[config.mk]
export PLATFORM = sky130hd
export DESIGN_NAME = ring_shift_reg
export DESIGN_NICKNAME = d
export VERILOG_FILES = /design/src/rtl/ring_shift_reg.sv
export SDC_FILE = /design/constraint.sdc
export NUM_CORES = 1
export LEC_CHECK = 0
export ABC_CLOCK_PERIOD_IN_PS = 1900
export CORE_AREA = 2 2 45 47
export CTS_BUF_LIST = sky130_fd_sc_hd__clkbuf_4
export DETAILED_ROUTE_END_ITERATION = 16
export DIE_AREA = 0 0 47 49
export GPL_TIMING_DRIVEN = 0
export PLACE_DENSITY_LB_ADDON = 0.2
export SYNTH_ARGS = -nofsm -noshare
export SYNTH_HDL_FRONTEND = slang
export SYNTH_SLANG_ARGS = --single-unit
[constraint.sdc]
create_clock -name clock -period 1.9 [get_ports clock]
set_clock_uncertainty 0.15 [all_clocks]
set_input_delay 0.285 -clock clock [delete_from_list [all_inputs] [get_ports clock]]
set_output_delay 0.285 -clock clock [all_outputs]
set_load 0.005 [all_outputs]
[src/rtl/ring_shift_reg.sv]
// Parametrised DEPTH x WIDTH register ring: hold, shift, forward/reverse rotate, parallel load, clear-to-token.
// Latency: one clock from mode/sin/pin to stage registers; sout/pout/tap_out are combinational from stages.
// Backpressure: none; en=0 freezes all state and forces wrap low.
module ring_shift_reg #(
    parameter int WIDTH      = 1,
    parameter int DEPTH      = 5,
    parameter int INIT_STAGE = 2,
    parameter int INIT_VAL   = 1,
    localparam int CW        = $clog2(DEPTH)
) (
    input  logic                   clock,
    input  logic                   rst_n,
    input  logic                   en,
    input  logic [2:0]             mode,
    input  logic [WIDTH-1:0]       sin,
    input  logic [DEPTH*WIDTH-1:0] pin,
    input  logic [CW-1:0]          tap_sel,
    output logic [WIDTH-1:0]       sout,
    output logic [DEPTH*WIDTH-1:0] pout,
    output logic [WIDTH-1:0]       tap_out,
    output logic [CW-1:0]          rot_cnt,
    output logic                   wrap
);

    localparam logic [2:0] MODE_HOLD    = 3'b000;
    localparam logic [2:0] MODE_SHIFT   = 3'b001;
    localparam logic [2:0] MODE_ROT_FWD = 3'b010;
    localparam logic [2:0] MODE_ROT_REV = 3'b011;
    localparam logic [2:0] MODE_LOAD    = 3'b100;
    localparam logic [2:0] MODE_CLEAR   = 3'b101;

    localparam logic [CW-1:0] ROT_LAST = CW'(DEPTH - 1);
    localparam logic [CW-1:0] ROT_ONE  = CW'(1);

    logic [WIDTH-1:0] stage_q [DEPTH];
    logic [WIDTH-1:0] stage_d [DEPTH];
    logic [CW-1:0]    rot_q;
    logic [CW-1:0]    rot_d;
    logic             wrap_q;
    logic             wrap_d;

    function automatic logic [WIDTH-1:0] init_of(input int idx);
        return (idx == INIT_STAGE) ? WIDTH'(INIT_VAL) : '0;
    endfunction

    always_comb begin
        stage_d = stage_q;
        rot_d   = rot_q;
        wrap_d  = 1'b0;
        if (en) begin
            case (mode)
                MODE_SHIFT: begin
                    stage_d[0] = sin;
                    for (int i = 1; i < DEPTH; i++) stage_d[i] = stage_q[i-1];
                end
                MODE_ROT_FWD: begin
                    stage_d[0] = stage_q[DEPTH-1];
                    for (int i = 1; i < DEPTH; i++) stage_d[i] = stage_q[i-1];
                    rot_d  = (rot_q == ROT_LAST) ? '0 : rot_q + ROT_ONE;
                    wrap_d = (rot_q == ROT_LAST);
                end
                MODE_ROT_REV: begin
                    stage_d[DEPTH-1] = stage_q[0];
                    for (int i = 0; i < DEPTH - 1; i++) stage_d[i] = stage_q[i+1];
                    rot_d  = (rot_q == '0) ? ROT_LAST : rot_q - ROT_ONE;
                    // reverse step lands on zero only from position one
                    wrap_d = (rot_q == ROT_ONE);
                end
                MODE_LOAD: begin
                    for (int i = 0; i < DEPTH; i++) stage_d[i] = pin[i*WIDTH +: WIDTH];
                    rot_d = '0;
                end
                MODE_CLEAR: begin
                    for (int i = 0; i < DEPTH; i++) stage_d[i] = init_of(i);
                    rot_d = '0;
                end
                MODE_HOLD: ;
                default: ;
            endcase
        end
    end

    always_ff @(posedge clock or negedge rst_n) begin
        if (!rst_n) begin
            for (int i = 0; i < DEPTH; i++) stage_q[i] <= init_of(i);
            rot_q  <= '0;
            wrap_q <= 1'b0;
        end else begin
            stage_q <= stage_d;
            rot_q   <= rot_d;
            wrap_q  <= wrap_d;
        end
    end

    for (genvar g = 0; g < DEPTH; g++) begin : g_pack
        assign pout[g*WIDTH +: WIDTH] = stage_q[g];
    end

    always_comb begin
        tap_out = '0;
        if (int'(tap_sel) < DEPTH) tap_out = stage_q[tap_sel];
    end

    assign sout    = stage_q[DEPTH-1];
    assign rot_cnt = rot_q;
    assign wrap    = wrap_q;

endmodule
==> metrics.cfg <==
[logic_synthesis]
ys_seq_elements=9
synth-compound-area-share_pct=24.5
post_synth_fa_ha_maj_area_fraction_pct=6.45
synth.lib_cells_used.distinct=32
total_standard_cell_area_after_synthesis_um2=776
synth_fp_nets=117
post_synth_and_or_nand_nor_area_fraction_pct=20.8
yosysWarningCount=0
synth_area_per_cell_um2=7.92
synth_seq_area_share_pct=29.2
main_combinational_cell_family_by_area_after_synthesis=compound AO/OA/AOI/OAI gates
synth_xor_xnor_area_share_pct=1.13
synthMuxAreaShare_pct=8.23
synthCells=98

[drt]
route.detailed.drc=0
routed_wire_length_per_instance_um=13.2
firstDrtPassIters=4
routed-via-count=840
wl_mm=2.07
antenna_violating_nets_post_route=0
drtIter0Drc=27
via_count_normalized_by_instance_count=5.35

[cells_and_area]
finish.instance_area_um2=1110
synthToLayoutAreaGrowth_pct=42.6
proportion_of_layout_cells_with_a_drive_suffix_above_1_pct=13.1
final_nets=150
n_antenna_cell=0

[global_routing]
first_global_vias=760
grt_overflow=0
grt_antenna_before_repair=0
grt-busiest-layer=met2
global_route_wire_length_before_repair_mm=3.26
met3_usage_pct=6.67
grt_met1_use_pct=25.8
grt_max_degree=11
global_route.usage.met2_pct=29.7
track_usage_pct=19.7

[critical_path]
cp_max_fo=8
critical-path-slowest-cell=sky130_fd_sc_hd__clkdlybuf4s50_1
worst_path_largest_cell_delay_ns=0.58
ff2ff_setup_slack_ns=0.24
crit_arrival_ns=1.81
rr_worst_depth=5
start_kind=input pin
cp_cell_sequence=clkdlybuf4s50_1 > nor2b_1 > buf_6 > mux2i_1 > nand2_1 > a32o_1
worstReg2RegStart=rot_cnt[0]
crit_required_ns=1.89
critical_path.reg2reg.endpoint=rot_cnt[1]
criticalPathCategory=in2reg
worstSetupEndpointType=register

[clock_network]
root_buffer=sky130_fd_sc_hd__clkbuf_4
clockBufferDepth=2
clock_latency_on_the_worst_skew_pair_ns=0.25
number_of_buffers_inserted_during_clock_tree_synthesis=3
clk_transition_reported_paths_ns=0.06
hold_buffers=0
cts-htree-levels=1
cts_tree=built
numClockSinks=9

[power]
power.ir.vdd_worst_mv=0.853
power.density_nw_per_um2=819
static-leakage-power_uw=0.000475

[timing]
finalSetupViolations=0
fin_crit_ns=1.81
worst_slew_margin_rel_pct=71.6
tightestPinTransition_ns=0.425
timing_hold_violations_final=0
fmax_ghz=0.551
final.period_utilization_pct=95.5
hold_ws_ns=0.170
report.final.slew_viol_count=0
rsz0062_at_grt=false
timing.setup.tns_ns=0

[run]
timing.max_cap.violations=0

[floorplanning]
core_area_um2=1840
start_util_pct=42.1
floorplan.die.width_um=47
fp.dieArea_um2=2300
die_height_um=49
num_rows=16
io_pins=26

[place]
place.gp.congestion=0.858
detailed_place.area_um2=1060
port_buffers=25
detailed_placement_wirelength_estimate_mm=1.55

[worst_hold_path]
hold_path_class=in2async

[run_status]
result_of_the_run=complete, no violations

[cell usage after synthesis (all sizes together)]
| master | instances | share of area (%) |
|---|---|---|
| xor2 | 1 | 1.1 |
| a32oi | 3 | 3.4 |
| nand2b | 1 | 0.81 |
| nor2 | 7 | 3.4 |
| buf | 5 | 4.4 |
| dfrtp | 8 | 26 |
| nor4 | 1 | 0.81 |
| o221a | 1 | 1.5 |
| nor2b | 2 | 1.6 |
| mux2 | 1 | 1.5 |
| mux2i | 3 | 3.9 |
| and2 | 1 | 0.81 |
| a21oi | 8 | 5.2 |
| o22ai | 1 | 0.81 |
| o32a | 1 | 1.3 |
| clkbuf | 2 | 0.97 |
| mux4 | 1 | 2.9 |
| nor3 | 3 | 1.9 |
| inv | 9 | 4.4 |
| dfstp | 1 | 3.4 |
| nand3b | 2 | 1.9 |
| and4 | 1 | 1.1 |
| nand3 | 1 | 0.64 |
| nand2 | 14 | 6.8 |
| nor3b | 1 | 0.97 |
| a32o | 3 | 3.9 |
| ha | 4 | 6.5 |
| a31oi | 1 | 0.81 |
| o21ai | 9 | 5.8 |
| o211ai | 2 | 1.9 |
[stage by stage]
stage	std cells	total power (uW)	setup WS (ns)	util [%]
final	157	906	0.0862	60.1
after global routing	157	989	0.0189	60.1
after CTS	157	915	0.0119	60.3
after detailed placement	150	737	-0.382	57.5
after global placement	150	725	-0.379	57.5
after floorplan	98	529	0.398	-
[area by class of cell]
class,count,area (um2)
clock buffers,4,30.0
plain buffers,7,41.3
repair buffers,28,267
multi-input cells,73,474
well taps,27,33.8
flip-flops and latches,9,226
fillers,193,736
inverters,9,33.8
[layout by cell type, fill, tap and decap left out]
cell                              instances
sky130_fd_sc_hd__clkdlybuf4s50_1         23
sky130_fd_sc_hd__nand2_1                 14
sky130_fd_sc_hd__inv_1                    9
sky130_fd_sc_hd__o21ai_0                  9
sky130_fd_sc_hd__a21oi_1                  8
sky130_fd_sc_hd__dfrtp_1                  8
sky130_fd_sc_hd__nor2_1                   7
sky130_fd_sc_hd__ha_1                     4
sky130_fd_sc_hd__buf_4                    4
sky130_fd_sc_hd__clkbuf_4                 4
sky130_fd_sc_hd__buf_2                    3
sky130_fd_sc_hd__mux2i_1                  3
sky130_fd_sc_hd__nor3_1                   3
sky130_fd_sc_hd__a32o_1                   3
sky130_fd_sc_hd__a32oi_1                  3
sky130_fd_sc_hd__nand3b_1                 2
sky130_fd_sc_hd__clkbuf_1                 2
sky130_fd_sc_hd__nor2b_1                  2
sky130_fd_sc_hd__o211ai_1                 2
sky130_fd_sc_hd__mux4_2                   1
sky130_fd_sc_hd__nand3_1                  1
sky130_fd_sc_hd__nor3b_1                  1
sky130_fd_sc_hd__buf_6                    1
sky130_fd_sc_hd__and2_1                   1
sky130_fd_sc_hd__nor4_1                   1
sky130_fd_sc_hd__nand2b_1                 1
sky130_fd_sc_hd__o32a_1                   1
sky130_fd_sc_hd__mux2_2                   1
sky130_fd_sc_hd__xor2_1                   1
sky130_fd_sc_hd__and4_1                   1
sky130_fd_sc_hd__o221a_2                  1
sky130_fd_sc_hd__o22ai_1                  1
sky130_fd_sc_hd__a31oi_1                  1
sky130_fd_sc_hd__dlygate4sd2_1            1
sky130_fd_sc_hd__clkbuf_2                 1
sky130_fd_sc_hd__dfstp_2                  1
[worst max path at each step]
stage,start,endpoint,slack [ns]
4_1_cts,pout[2],tap_out,0.01
3_3_place_gp,tap_sel[1],tap_out,-0.38
5_1_grt,pout[2],tap_out,0.02
6_report,mode[0],sout,0.09
3_5_place_dp,tap_sel[1],tap_out,-0.38
2_1_floorplan,rot_cnt[0],rot_cnt[1],0.40
[worst max-delay path, delay by kind of cell]
kind / cells / cell delay (ns)
muxes: 1 / 0.20
buffers and inverters: 2 / 0.74
and+or+nand+nor: 2 / 0.29
AOI/OAI and AO/OA: 1 / 0.28
[power by group]
part / switching, uW / internal (uW)
registers: 58.3 / 242
logic: 194 / 254
clock network: 62.8 / 94.9
[timing repair]
item / 4_1_cts / 5_1_grt
setup endpoints to repair: 1 / 1
buffers inserted: 3 / 0
resized for setup: 3 / 1
gates cloned: 0 / 0
hold endpoints to repair: 0 / 0
[sequential cells by signal (all words and copies together), names as in the netlist]
signal / count
rot_cnt: 3
sout: 1
wrap: 1
pout: 4
[cells by family (layout without fill, tap and decap cells)]
logic type      count (synthesis)  count (layout)
compound gates                 29              29
fa+ha+maj                       4               4
mux                             5               5
flops                           9               9
buf+inv                        16              48
xor+xnor                        1               1
simple gates                   34              34
[metal layers]
layer  share of wire, %  vias up
li1                   -      412
met3                7.6        6
met4                2.0        0
met1                 43      375
met2                 48       47
met5                  0        -
Note: power is estimated with default switching activity, not from simulation.
